File: src/rtl/alu_inst_encoder.sv
// alu_inst_encoder: turns ALU operation requests into RV32I R-type / I-type
// instruction words, buffers them in a small FIFO and streams them out with
// sequential byte addresses, closing each program with an ECALL terminator.
//
// Ports:
//   clk, reset        rising-edge clock, synchronous active-low reset
//   start, finish     one-cycle program begin / end pulses
//   req_*             request channel (valid/ready), op + operands
//   inst_*            instruction output channel (valid/ready), word + address
//   busy              program in progress (not IDLE or DONE)
//   err               one-cycle pulse after an illegal request was dropped
module alu_inst_encoder #(
    parameter int unsigned DEPTH     = 4,
    parameter logic [31:0] BASE_ADDR = 32'h0000_0000
) (
    input  logic        clk,
    input  logic        reset,
    input  logic        start,
    input  logic        finish,
    input  logic        req_valid,
    output logic        req_ready,
    input  logic [3:0]  req_alu_op,
    input  logic        req_use_imm,
    input  logic [4:0]  req_rd,
    input  logic [4:0]  req_rs1,
    input  logic [4:0]  req_rs2,
    input  logic [11:0] req_imm,
    output logic        inst_valid,
    input  logic        inst_ready,
    output logic [31:0] inst_word,
    output logic [31:0] inst_addr,
    output logic        busy,
    output logic        err
);

    localparam int unsigned AW    = (DEPTH > 1) ? $clog2(DEPTH) : 1;
    localparam int unsigned CW    = AW + 1;
    localparam logic [31:0] ECALL = 32'h0000_0073;

    typedef enum logic [2:0] {
        IDLE  = 3'd0,
        RUN   = 3'd1,
        DRAIN = 3'd2,
        TERM  = 3'd3,
        DONE  = 3'd4
    } state_t;

    state_t          state;
    state_t          state_n;
    logic [31:0]     mem [DEPTH];
    logic [AW-1:0]   wr_ptr;
    logic [AW-1:0]   rd_ptr;
    logic [AW-1:0]   rd_ptr_n;
    logic [CW-1:0]   count;
    logic [CW-1:0]   count_n;

    logic            legal;
    logic [2:0]      funct3;
    logic [6:0]      funct7;
    logic [11:0]     imm12;
    logic [31:0]     wdata;
    logic [31:0]     head_n;
    logic            accept;
    logic            push;
    logic            out_hs;
    logic            pop;

    // Request encoder: op -> funct3/funct7, legality, immediate shaping
    always_comb begin
        legal  = 1'b1;
        funct3 = 3'b000;
        funct7 = 7'b000_0000;
        case (req_alu_op)
            4'b0000: funct3 = 3'b111;
            4'b0001: funct3 = 3'b110;
            4'b0010: funct3 = 3'b000;
            4'b0110: begin
                funct3 = 3'b000;
                funct7 = 7'b010_0000;
                legal  = ~req_use_imm;   // there is no SUBI
            end
            4'b0011: funct3 = 3'b001;
            4'b0111: funct3 = 3'b100;
            4'b1000: funct3 = 3'b101;
            default: legal  = 1'b0;
        endcase
        // Shift immediates carry only a 5-bit shamt; upper bits must be zero
        if (req_alu_op == 4'b0011 || req_alu_op == 4'b1000) begin
            imm12 = {7'b000_0000, req_imm[4:0]};
        end else begin
            imm12 = req_imm;
        end
        if (req_use_imm) begin
            wdata = {imm12, req_rs1, funct3, req_rd, 7'b0010011};
        end else begin
            wdata = {funct7, req_rs2, req_rs1, funct3, req_rd, 7'b0110011};
        end
    end

    // Handshakes, FIFO next state and next-state decode
    always_comb begin
        accept   = req_valid & req_ready;
        push     = accept & legal;
        out_hs   = inst_valid & inst_ready;
        pop      = out_hs & (state != TERM);
        count_n  = count + CW'(push) - CW'(pop);
        rd_ptr_n = rd_ptr + AW'(pop);
        // Entry that will sit at the head after this edge; an empty FIFO
        // being written forwards the incoming word.
        if ((count - CW'(pop)) != '0) begin
            head_n = mem[rd_ptr_n];
        end else begin
            head_n = wdata;
        end

        state_n = state;
        case (state)
            IDLE:    if (start) state_n = RUN;
            RUN:     if (finish) state_n = DRAIN;
            DRAIN:   if (count_n == '0) state_n = TERM;
            TERM:    if (out_hs) state_n = DONE;
            DONE:    if (start) state_n = RUN;
            default: state_n = IDLE;
        endcase
    end

    // State, FIFO storage, address counter and registered outputs
    always_ff @(posedge clk) begin
        if (!reset) begin
            state      <= IDLE;
            wr_ptr     <= '0;
            rd_ptr     <= '0;
            count      <= '0;
            inst_addr  <= BASE_ADDR;
            req_ready  <= 1'b0;
            inst_valid <= 1'b0;
            inst_word  <= 32'h0000_0000;
            busy       <= 1'b0;
            err        <= 1'b0;
        end else begin
            state  <= state_n;
            count  <= count_n;
            rd_ptr <= rd_ptr_n;
            if (push) begin
                mem[wr_ptr] <= wdata;
                wr_ptr      <= wr_ptr + AW'(1);
            end

            if ((state == IDLE || state == DONE) && start) begin
                inst_addr <= BASE_ADDR;
            end else if (out_hs) begin
                inst_addr <= inst_addr + 32'd4;
            end

            req_ready  <= (state_n == RUN) && (count_n < CW'(DEPTH));
            inst_valid <= (state_n == TERM) ||
                          ((state_n == RUN || state_n == DRAIN) && (count_n != '0));
            if (state_n == TERM) begin
                inst_word <= ECALL;
            end else if (count_n != '0) begin
                inst_word <= head_n;
            end
            busy <= (state_n != IDLE) && (state_n != DONE);
            err  <= accept & ~legal;
        end
    end

endmodule

File: config.mk
export PLATFORM = sky130hd
export DESIGN_NAME = alu_inst_encoder
export DESIGN_NICKNAME = d
export VERILOG_FILES = /design/src/rtl/alu_inst_encoder.sv
export SDC_FILE = /design/constraint.sdc
export NUM_CORES = 1
export LEC_CHECK = 0
export ABC_CLOCK_PERIOD_IN_PS = 3700
export CORE_ASPECT_RATIO = 0.7
export CORE_MARGIN = 2
export CORE_UTILIZATION = 49
export CTS_CLUSTER_SIZE = 28
export DETAILED_ROUTE_END_ITERATION = 8
export MAX_ROUTING_LAYER = met4
export PLACE_DENSITY = 0.87
export SKIP_LAST_GASP = 1
export SLEW_MARGIN = 20
export SYNTH_ARGS = -nofsm -noshare
export SYNTH_HDL_FRONTEND = slang
export SYNTH_SLANG_ARGS = --single-unit
File: constraint.sdc
create_clock -name clk -period 3.7 [get_ports clk]
set_input_delay 0.74 -clock clk [delete_from_list [all_inputs] [get_ports clk]]
set_output_delay 0.74 -clock clk [all_outputs]
set_load 0.1 [all_outputs]
After elaboration in Yosys (flattened, before gate mapping)
Memories as Yosys holds them, arrays and structs flattened.
Cells that the tools add are included.

operators by class
  reduce and logical (&&, ||, !) cells = 19
  multiplexer cells = 16
  order comparisons = 1
  bitwise logic cells = 8
  add/subtract/negate cells = 6
  eq/ne operators = 15

operators by type and width
  kind                                                              count
  32-bit 2-to-1 mux                                                 2
  32-bit by 3-bit adder with 32-bit output (second input constant)  1
  3-bit one-hot mux with 5 select lines                             1
  7-bit 2-to-1 mux                                                  2
  3-bit by 2-bit == test with 1-bit output (second input constant)  4
  12-bit 2-to-1 mux                                                 1
  3-bit 2-to-1 mux                                                  4
  3-bit one-hot mux with 4 select lines                             1
  3-bit nonzero test                                                3
  4-bit by 2-bit == test with 1-bit output (second input constant)  2
  4-bit by 3-bit == test with 1-bit output (second input constant)  2
  3-bit by 1-bit == test with 1-bit output (second input constant)  2
  3-bit logical NOT                                                 2
  6-bit 2-to-1 mux                                                  1
  2-bit OR reduction                                                3
  6-bit OR reduction                                                1
  3-bit by 1-bit subtractor with 3-bit output                       2
  1-bit AND                                                         5
  4-bit by 1-bit == test with 1-bit output (second input constant)  1
  4-bit == test (second input constant)                             1
  1-bit logical AND                                                 4
  4-bit logical NOT                                                 1
  1-bit logical OR                                                  4
  3-bit by 1-bit adder with 3-bit output                            1
  10 further kinds                                                  14

word-level totals
  memories kept = 1
  output and inout port bits = 68
  memory bits (writable) = 128
  input port bits = 38
  logic and storage cells = 77
  bits in registers = 78

memories
  memory  words  bits a word  rd ports  clocked after memory_dff  write ports  RTL line  text
  mem     4      32           1         0                         1            50        logic [31:0] mem [DEPTH];

Logic depth before layout (Yosys ltp)
Gate-level depths: netlist of the first run.

  depth in word-level cells = 13
  mapped depth = 15
  mapped depth without buffers = 13

Worst setup path after synthesis of the first run
Ideal clock, no wire load.

  kind = input to register
  start point = input port req_alu_op[0]
  end point = register inst_word[25]
  setup time = 0.125 ns
  buffers on the path = 2
  required time = 3.575 ns
  cell stages on the path = 14
  data arrival time = 3.514 ns
  path slack = 0.061 ns
  path through = buf_2 > or2_1 > a221o_1 > ha_1 > inv_1 > ha_1 > inv_1 > fa_1 > or2b_2 > nor4_4 > o21ai_4 > nand2_4 > buf_6 > a211oi_2

on the way
  cells in the longest elaborated chain, start to end = 11
  elaborated cells on any way between the ends = 22
  those cells by class = add/sub: 2; eq/ne: 7; mux: 6; bitwise: 1; reduce/logical: 6

ends and longest elaborated chain
  element                                                                 RTL line  text
  from (decl)                                                             22        input logic [3:0] req_alu_op,
  4-bit by 2-bit == test with 1-bit output, or another cell as far along  73, 88
  6-bit OR reduction (no source line)                                     n/a
  1-bit one-hot mux with 2 select lines                                   73        case (req_alu_op)
  1-bit AND                                                               103       push = accept & legal;
  3-bit by 1-bit adder with 3-bit output                                  106       count_n = count + CW'(push) - CW'(pop);
  3-bit by 1-bit subtractor with 3-bit output                             106
  3-bit logical NOT                                                       120       DRAIN: if (count_n == '0) state_n = TERM;
  3-bit 2-to-1 mux                                                        120
  3-bit one-hot mux with 4 select lines                                   117       case (state)
  3-bit by 2-bit == test with 1-bit output                                158       if (state_n == TERM) begin
  2-bit OR reduction (no source line)                                     n/a
  to (signal assigned)                                                    161       inst_word <= head_n;
  to (decl)                                                               30        output logic [31:0] inst_word,

Parallel ways exist; a longest one is shown, timed or not.
A chain may end at the register's enable or synchronous reset.

Worst setup path in the final report of the first run
  start point = input port req_alu_op[1]
  end point = register inst_word[4]

on the way
  cells in the longest elaborated chain, start to end = 11
  elaborated cells on any way between the ends = 19
  those cells by class = add/sub: 2; eq/ne: 7; mux: 4; bitwise: 1; reduce/logical: 5

ends and longest elaborated chain
  element                                                                 RTL line
  4-bit by 2-bit == test with 1-bit output, or another cell as far along  73
  6-bit OR reduction (no source line)                                     n/a
  1-bit one-hot mux with 2 select lines (*)                               73
  1-bit AND (*)                                                           103
  3-bit by 1-bit adder with 3-bit output (*)                              106
  3-bit by 1-bit subtractor with 3-bit output (*)                         106
  3-bit logical NOT                                                       120
  3-bit 2-to-1 mux                                                        120
  3-bit one-hot mux with 4 select lines                                   117
  3-bit by 2-bit == test with 1-bit output                                158
  7-bit 2-to-1 mux / 2-bit nonzero test (equally long branches)           n/a

Mark *: on every way between the ends. The rest lies on a longest branch, timed or not.

==> run metrics, run 1 <==
Reg power frac about 33%; Worst-Skew Late Latency approximately 0.42 ns; status finished clean; hold depth 2; commonest non-fill, non-tap cell in the layout edfxtp_1; post-synthesis mux area share 8.721%; Crit. End Element flip-flop; clk slew on worst S/H paths around 0.06 ns; first-pass GRT wire length around 26,000 um; Final setup viols 0; DIE WIDTH 151.6 um; Worst Setup Slack, final roughly 0.097 ns; crit path launch req_alu_op[1]; max-slew violations 0; initial core utilization approximately half; post-route antenna net violation count 0; initial antenna violation count 0; layout cells sized above 1 about a fifth; P per Cell Area between 700 and 800 nW/um2; Die Footprint approximately 16,000 um2; Pint ~4.2 mW; Highest Signal Layer met4; NetSw 2.937 mW; crit path launch type primary input; final net count ~720; number of enable flip-flop cells after synthesis roughly 100; critical path required time around 4 ns; met2 wire len about 8000 um; Fmax approximately 0.28 GHz; post-DR wirelength/cell around 19 um; xor and xnor fraction of the mapped netlist area between 3 and 4%; Port-buffer cells ~100; Final Cell Area approximately 9400 um2; H-Tree Depth 4; Compound-Gate Fraction of Synth Area under 10%; hold buffer count at cts 0; HP Start inst_word[6]; simple-gate share of the synthesized area 12.62%; endpoints failing hold 0; vias in the first global route 5,062; 1st-iter DRT viols roughly 330; Detailed Routing Iterations Pass 1 5; Cell Area, Placed roughly 9000 um2; CTS tree yes; period utilization 97.38%; site row count 37; pin count of the biggest net entering global routing 31; Multi-input gate area roughly 2700 um2; Worst-Margin Slew between 1 and 1.5 ns; ys flop type edfxtp_1; most frequent cells in the layout 104 x edfxtp_1, 100 x clkdlybuf4s50_1, 72 x dfxtp_1, 57 x nor2_1, 34 x nand2_1; Slew headroom 31.25%; synthesized cell area 7475 um2; die height approximately 110 um; Worst R2R Path Depth 13; switch share about two fifths; clk sink count between 150 and 200; sequential fraction of the synthesis area between 60% and 70%; CORE AREA around 15,000 um2; DR DRC count 0; combinational power share between 40% and 50%; largest family of logic cells by synthesized area simple AND/OR/NAND/NOR gates; Syn Area/Cell approximately 14 um2; layout filler cell count about 1,100; clock power share a little under a quarter; Hold/Removal Path Class flip-flop to flip-flop; Tot GR Track Use ~22%; Distinct cells, synth 67; worst endpoint data arrival time a little under 4 ns; crit path time final between 3 and 4 ns; unrepaired setup endpoints after global routing true; Ports about 110; CTS Buffer Depth 2; Area growth syn-to-layout 26.16%; Clock Tree Root clkbuf_16; R2R Path Start state[0]; met3 WL between 1000 and 1500 um; Synth Instances 543; Setup WS pre-CTS -0.4580 ns; Max-Cap Viols 0; yosys warns 0; gr ovfl total 0; maximum VDD drop ~0.49 mV; number of diodes 0; routability cong. ~0.83; met1 wire length slightly above 7000 um; routed vias approximately 5,000; Pleak 3.243 nW; CTS Buf Count 17; register area 4564 um2; via-per-instance ratio 5.668; clk_skew approximately 0.0056 ns; critical path type primary input to flip-flop; Setup TNS 0 ns; HPWL after DPL 11,350 um; Post-synth ARST share 0%; Yosys reg bits about 180; Synth Area in Adders around 1.8%; crit-path max FO 5; Routed Wire Length 16,700 um
stage by stage:
step	power [mW]	utilization (%)	hold slack, ns	cells
final	7.145	63.66	0.4828	879
after global placement	5.332	59.80	0.4632	845
after floorplan	4.681	-	0.5348	546
after CTS	7.076	63.46	0.4741	877
after detailed placement	5.424	59.80	0.4622	845
after global routing	7.436	63.66	0.5146	879
flip-flops by register name (all words and copies together), names as in the netlist:
register,cells
mem,104
inst_addr,30
wr_ptr,2
err,1
count,3
state,3
req_ready,1
inst_valid,1
busy,1
inst_word,28
rd_ptr,2
path summary, 6_finish.rpt:
check	end	slack [ns]
setup reg to reg	inst_word[4]	0.56
hold reg to reg	inst_word[6]	0.48
setup / recovery	inst_word[4]	0.1
hold / removal	inst_word[6]	0.48
synth_stat cells (all sizes together) (10+ instances only):
master,n,area share [%]
dfxtp,72,19
nand2,35,1.9
edfxtp,104,42
nand3,12,0.87
nand4,10,0.84
nor2,58,2.9
xor2,21,2.6
and2,24,2.0
mux4,26,7.8
a211oi,26,4.0
a21oi,25,1.7
buf,28,2.6
worst max-delay path, cell delays in order:
cell	delay [ns]
clkdlybuf4s50_1	0.45
or2_1	0.26
a221o_1	0.34
ha_1	0.30
inv_1	0.06
ha_1	0.14
inv_1	0.05
fa_1	0.50
or2b_4	0.30
buf_4	0.15
nor2_4	0.15
buf_2	0.23
nand2_1	0.08
o21a_1	0.18
timing repair:
item / 4_1_cts / 5_1_grt
gates resized for setup: 2 / 5
buffers inserted: 0 / 1
gates cloned: 0 / 1
hold endpoints to repair: 0 / 0
pin swaps: 0 / 4
setup endpoints to repair: 4 / 30
cell type report:
type / count / share of cell area, %
clock buffers: 19 / 4.591
clock inverters: 13 / 1.035
inverters: 7 / 0.2786
multi-input cells: 328 / 28.59
flip-flops and latches: 176 / 48.40
well taps: 195 / 2.587
repair buffers: 141 / 14.52
power groups by stage:
stage               Combinational [mW]  Sequential, mW  Clock, mW
floorplan                         1.55            3.13          0
global placement                  2.97            2.36          0
detailed placement                3.06            2.37          0
CTS                               3.09            2.33       1.65
global route                      3.36            2.35       1.73
finish                            3.18            2.33       1.64
per-layer routing:
layer	vias to the layer above	global-route usage (%)
li1	2267	-
met4	0	8.135
met3	24	5.805
met2	197	33.68
met1	2494	28.87
met5	-	-
cell families after synthesis:
group	after synthesis
flops	176
simple gates	175
compound gates	76
buf+inv	42
mux	32
xor+xnor	31
fa+ha+maj	10
other cells	1
Power figures use the tool's default switching activity.
==> inputs of run 2 (changes only) <==
- PLACE_DENSITY: 0.87 -> 0.76
==> run metrics, run 2 (same netlist as run 1, synthesis figures left out) <==
status finished clean; Crit. End Element flip-flop; commonest non-fill, non-tap cell in the layout edfxtp_1; 1st-iter DRT viols 441 (+33%); Largest stage delay, worst path 0.51 ns (about the same); Setup WS pre-CTS -0.4411 ns (+0.01689 ns); Clock Tree Root clkbuf_16; via-per-instance ratio 5.494 (-3.1%); Detailed Routing Iterations Pass 1 5 (unchanged); Worst-Margin Slew 1.012 ns (-0.01558 ns); Die Footprint 16,270 um2 (unchanged); H-Tree Depth 4 (unchanged); Top reg by flops mem; CP max stage cell fa_1; die height 107.3 um (unchanged); routed vias 4,857 (-2.5%); max-slew violations 0 (unchanged); gr ovfl total 0 (unchanged); layout cells sized above 1 22.06% (+1.9 points); Slew headroom 32.29% (+1.0 points); HPWL after DPL 11,010 um (-3.0%); CP top delay family buffers and inverters; max reg flops 104 (unchanged); period utilization 94.62% (-2.8 points); Worst-Skew Late Latency 0.43 ns (about the same); P per Cell Area 772.0 nW/um2 (+1.9%); maximum VDD drop 0.6129 mV (+25%); post-route antenna net violation count 0 (unchanged); initial antenna violation count 0 (unchanged); CTS Buffer Depth 2 (unchanged); WP buf/inv 5 (unchanged); routability cong. 0.8265 (-0.47%); top flop regs mem x104, inst_addr x30, inst_word x28; Pleak 3.342 nW (+3.0%); worst endpoint data arrival time 3.81 ns (-0.11 ns); met2 Use GR 31.61% (-2.1 points); Worst Setup Slack, final 0.1991 ns (+0.1023 ns); hold buffer count at cts 0 (unchanged); Routed Wire Length 16,390 um (-1.8%); Fmax 0.2856 GHz (+2.9%); Ports 106 (unchanged); pin count of the biggest net entering global routing 33 (+6.5%); Hold/Removal Path Class flip-flop to flip-flop; number of diodes 0 (unchanged); crit-path cells clkdlybuf4s50_1 > nand2_1 > a221o_1 > ha_1 > inv_1 > ha_1 > inv_1 > fa_1 > or2b_4 > nor4_4 > buf_4 > o21ai_4 > nand2_4 > clkbuf_16 > a211oi_2; first-pass GRT wire length 25,740 um (-1.1%); critical path required time 4.01 ns (about the same); clk slew on worst S/H paths 0.07 ns (about the same); most frequent cells in the layout 104 x edfxtp_1, 98 x clkdlybuf4s50_1, 72 x dfxtp_1, 57 x nor2_1, 37 x buf_4; site row count 37 (unchanged); CTS tree yes; crit path time final 3.501 ns (-0.1023 ns); post-DR wirelength/cell 18.54 um (-2.4%); Port-buffer cells 101 (unchanged); critical path type primary input to flip-flop; clk_skew 0.009763 ns (+0.004134 ns); Max-Cap Viols 0 (unchanged); DR DRC count 0 (unchanged); CTS Buf Count 17 (unchanged); crit path launch type primary input; Area growth syn-to-layout 28.12%; met1 GRT Util 30.88% (+2.0 points); Tot GR Track Use 21.70% (-0.40 points); Top Usage Layer GRT met2; initial core utilization 50.46% (unchanged); final net count 724 (+0.70%); unrepaired setup endpoints after global routing false; endpoints failing hold 0 (unchanged); vias in the first global route 4,811 (-5.0%); DIE WIDTH 151.6 um (unchanged); Final setup viols 0 (unchanged); met3 Use GR 5.042% (-0.76 points); clk sink count 176 (unchanged); CORE AREA 14,810 um2 (unchanged); crit-path max FO 9 (+4); Design Power 7.393 mW (+3.5%)
## run 2: timing repair
action / in CTS / in global routing
gates resized for setup: 0 / 8
endpoints found under the setup margin: 1 / 22
pin swaps: 1 / 6
setup buffers: 0 / 2
cloned: 0 / 2
## run 2: worst min-delay path: stages (launching register included)
cell      delay, ns
dfxtp_1        0.31
nand2_1        0.05
a21boi_1       0.05
## run 2: layout make-up
class / instances / area, um2
multi-input cells: 328 / 2693
clock inverters: 15 / 166.4
inverters: 7 / 26.28
fillers: 1085 / 5238
repair buffers: 146 / 1458
well taps: 195 / 244.0
clock buffers: 17 / 425.4
flip-flops and latches: 176 / 4564
## run 2: layer usage
layer	share of wire, %	vias to the layer above	wire length, um
met4	0.77	0	127
li1	-	2269	-
met3	7.0	11	1149
met1	46	2419	7493
met5	0	-	0
met2	46	158	7621
## run 2: worst paths after layout
check | startpoint | to | slack [ns] | depth (start not counted)
setup reg to reg | state[0] | inst_word[16] | 0.52 | 14
hold / removal | inst_word[6] | inst_word[6] | 0.46 | 2
setup / recovery | req_valid | inst_word[16] | 0.20 | 15
hold reg to reg | inst_word[6] | inst_word[6] | 0.46 | 2
## run 2: power breakdown
part / leakage, nW / internal, mW / switching, mW
clock network: 0.284 / 0.966 / 0.817
logic: 1.53 / 1.15 / 2.13
registers: 1.53 / 2.23 / 0.105
total: 3.34 / 4.34 / 3.06
## run 2: per-stage QoR
| step | hold slack (ns) | TNS (ns) | utilization, % | cells | instance area, um2 |
|---|---|---|---|---|---|
| 5_1_grt | 0.4844 | 0 | 64.65 | 884 | 9577 |
| 3_5_place_dp | 0.4559 | -10.33 | 60.03 | 848 | 8894 |
| 2_1_floorplan | 0.5348 | 0 | - | 546 | 7486 |
| 6_report | 0.4591 | 0 | 64.65 | 884 | 9577 |
| 4_1_cts | 0.4630 | 0 | 64.03 | 880 | 9485 |
| 3_3_place_gp | 0.4476 | -8.263 | 60.03 | 848 | 8894 |
==> inputs of run 3 (changes only) <==
- ABC_CLOCK_PERIOD_IN_PS: 3700 -> 3610
- CORE_UTILIZATION: 49 -> 53
- PLACE_DENSITY: 0.76 -> 0.78
- clock period: 3.7 -> 3.61 ns (I/O delays scaled with it)
==> run metrics, run 3 (same netlist as run 1, synthesis figures left out) <==
vias in the first global route 4,923 (+2.3%); endpoints failing hold 0 (unchanged); Area growth syn-to-layout 25.96%; maximum VDD drop 0.4472 mV (-27%); Fmax between 0.2 and 0.3 GHz; Port-buffer cells 101 (unchanged); crit-path max FO 3 (-6); Routed Wire Length 16,620 um (+1.4%); DR DRC count 0 (unchanged); initial antenna violation count 0 (unchanged); Finished Layout Cells 873 (-1.2%); 1st-iter DRT viols 377 (-15%); post-route antenna net violation count 0 (unchanged); HPWL after DPL 11,520 um (+4.6%); status finished clean; unrepaired setup endpoints after global routing false; layout cells sized above 1 20.79% (-1.3 points); clk_skew 0.008528 ns (-0.001235 ns); CORE AREA 13,830 um2 (-6.7%); final net count 719 (-0.69%); Ports 106 (unchanged); max reg flops 104 (unchanged); DIE WIDTH 145.9 um (-3.7%); commonest non-fill, non-tap cell in the layout edfxtp_1; post-DR wirelength/cell 19.04 um (+2.7%); CTS Buf Count 17 (unchanged); clk slew on worst S/H paths 0.07 ns (about the same); critical path type primary input to flip-flop; pin count of the biggest net entering global routing 31 (-6.1%); Inst Count DP 842 (-0.71%); critical path required time 3.94 ns (-0.07 ns); Pleak 3.275 nW (-2.0%); Die Footprint 15,080 um2 (-7.3%); routability cong. 0.7955 (-3.8%); hold buffer count at cts 0 (unchanged); H-Tree Depth 4 (unchanged); Final setup viols 0 (unchanged); CTS Buffer Depth 2 (unchanged); WHS 0.4856 ns (+0.02647 ns); initial core utilization 54.05% (+3.6 points); crit path time final around 3.4 ns; Crit. End Element flip-flop; die height 103.4 um (-3.7%); crit path launch type primary input; Detailed Routing Iterations Pass 1 5 (unchanged); via-per-instance ratio 5.599 (+1.9%); Worst-Margin Slew 1.033 ns (+0.02043 ns); most frequent cells in the layout 104 x edfxtp_1, 98 x clkdlybuf4s50_1, 72 x dfxtp_1, 56 x nor2_1, 37 x buf_4; Max-Cap Viols 0 (unchanged); worst endpoint data arrival time 3.69 ns (-0.12 ns); Tot GR Track Use 23.79% (+2.1 points); max-slew violations 0 (unchanged); routed vias 4,888 (+0.64%); site row count 36 (-2.7%); P per Cell Area 767.9 nW/um2 (-0.53%); Hold/Removal Path Class flip-flop to flip-flop; gr ovfl total 0 (unchanged); clk sink count 176 (unchanged); first-pass GRT wire length 26,030 um (+1.1%); Worst-Skew Late Latency 0.43 ns (about the same); Clock Tree Root clkbuf_16; Slew headroom 30.93% (-1.4 points); CTS tree yes; period utilization just over 90%; Top reg by flops mem; number of diodes 0 (unchanged); top flop regs mem x104, inst_addr x30, inst_word x28
run 3: changes by cell type in the layout (fill, tap and decap cells not counted), moves of 2 or more:
cell,delta
inv_8,-7
clkinv_2,+5
inv_6,-3
buf_12,-2
clkbuf_1,+2
clkbuf_16,-2
clkinv_4,+2
clkinvlp_4,-2
nor2_2,+2
run 3: worst max-delay path, cell delays in order:
cell	delay [ns]
clkdlybuf4s50_1	0.49
nand2_1	0.06
a221o_1	0.30
ha_1	0.30
inv_1	0.06
ha_1	0.13
inv_1	0.05
fa_1	0.48
or2b_4	0.29
nor4_4	0.33
o211a_1	0.26
nor4b_4	0.22
run 3: report_power, final:
part	leakage (nW)	total [mW]	internal (mW)	switching, mW
clock network	0.267	1.68	0.956	0.724
registers	1.53	2.39	2.28	0.104
logic	1.48	3.16	1.04	2.12
run 3: repair_timing:
item	in CTS	in global routing
setup buffers	0	0
hold endpoints to repair	0	0
gates resized for setup	0	6
setup endpoints to repair	0	25
run 3: through the flow:
stage               instance area [um2]  util [%]  total power, mW  setup TNS [ns]  setup WS (ns)
CTS                                9394     67.93            7.240               0        0.08725
finish                             9415     68.09            7.230               0         0.2566
floorplan                          7486         -            4.798               0       0.003589
global route                       9415     68.09            7.561               0         0.1158
detailed placement                 8855     64.03            5.560          -8.974        -0.3622
global placement                   8855     64.03            5.476          -7.302        -0.2890
run 3: metal layers:
layer	routed length (um)	vias to the layer above	track usage [%]
li1	-	2255	-
met4	244	0	9.578
met3	1064	17	4.912
met2	7645	177	36.32
met1	7667	2439	31.80
met5	0	-	-
run 3: final timing paths:
| path | cells past startpoint | slack, ns | startpoint | endpoint |
|---|---|---|---|---|
| setup reg to reg | 11 | 0.50 | state[0] | req_ready |
| hold / removal | 2 | 0.49 | inst_word[6] | inst_word[6] |
| hold reg to reg | 2 | 0.49 | inst_word[6] | inst_word[6] |
| setup / recovery | 12 | 0.26 | req_valid | req_ready |
run 3: final cells by class:
class | count | area (um2)
clock buffer | 20 | 446.7
clock inverter | 11 | 92.59
fill | 966 | 4413
inverter | 7 | 26.28
multi-input combinational | 328 | 2691
sequential | 176 | 4564
tap | 190 | 237.7
timing repair buffer | 141 | 1356
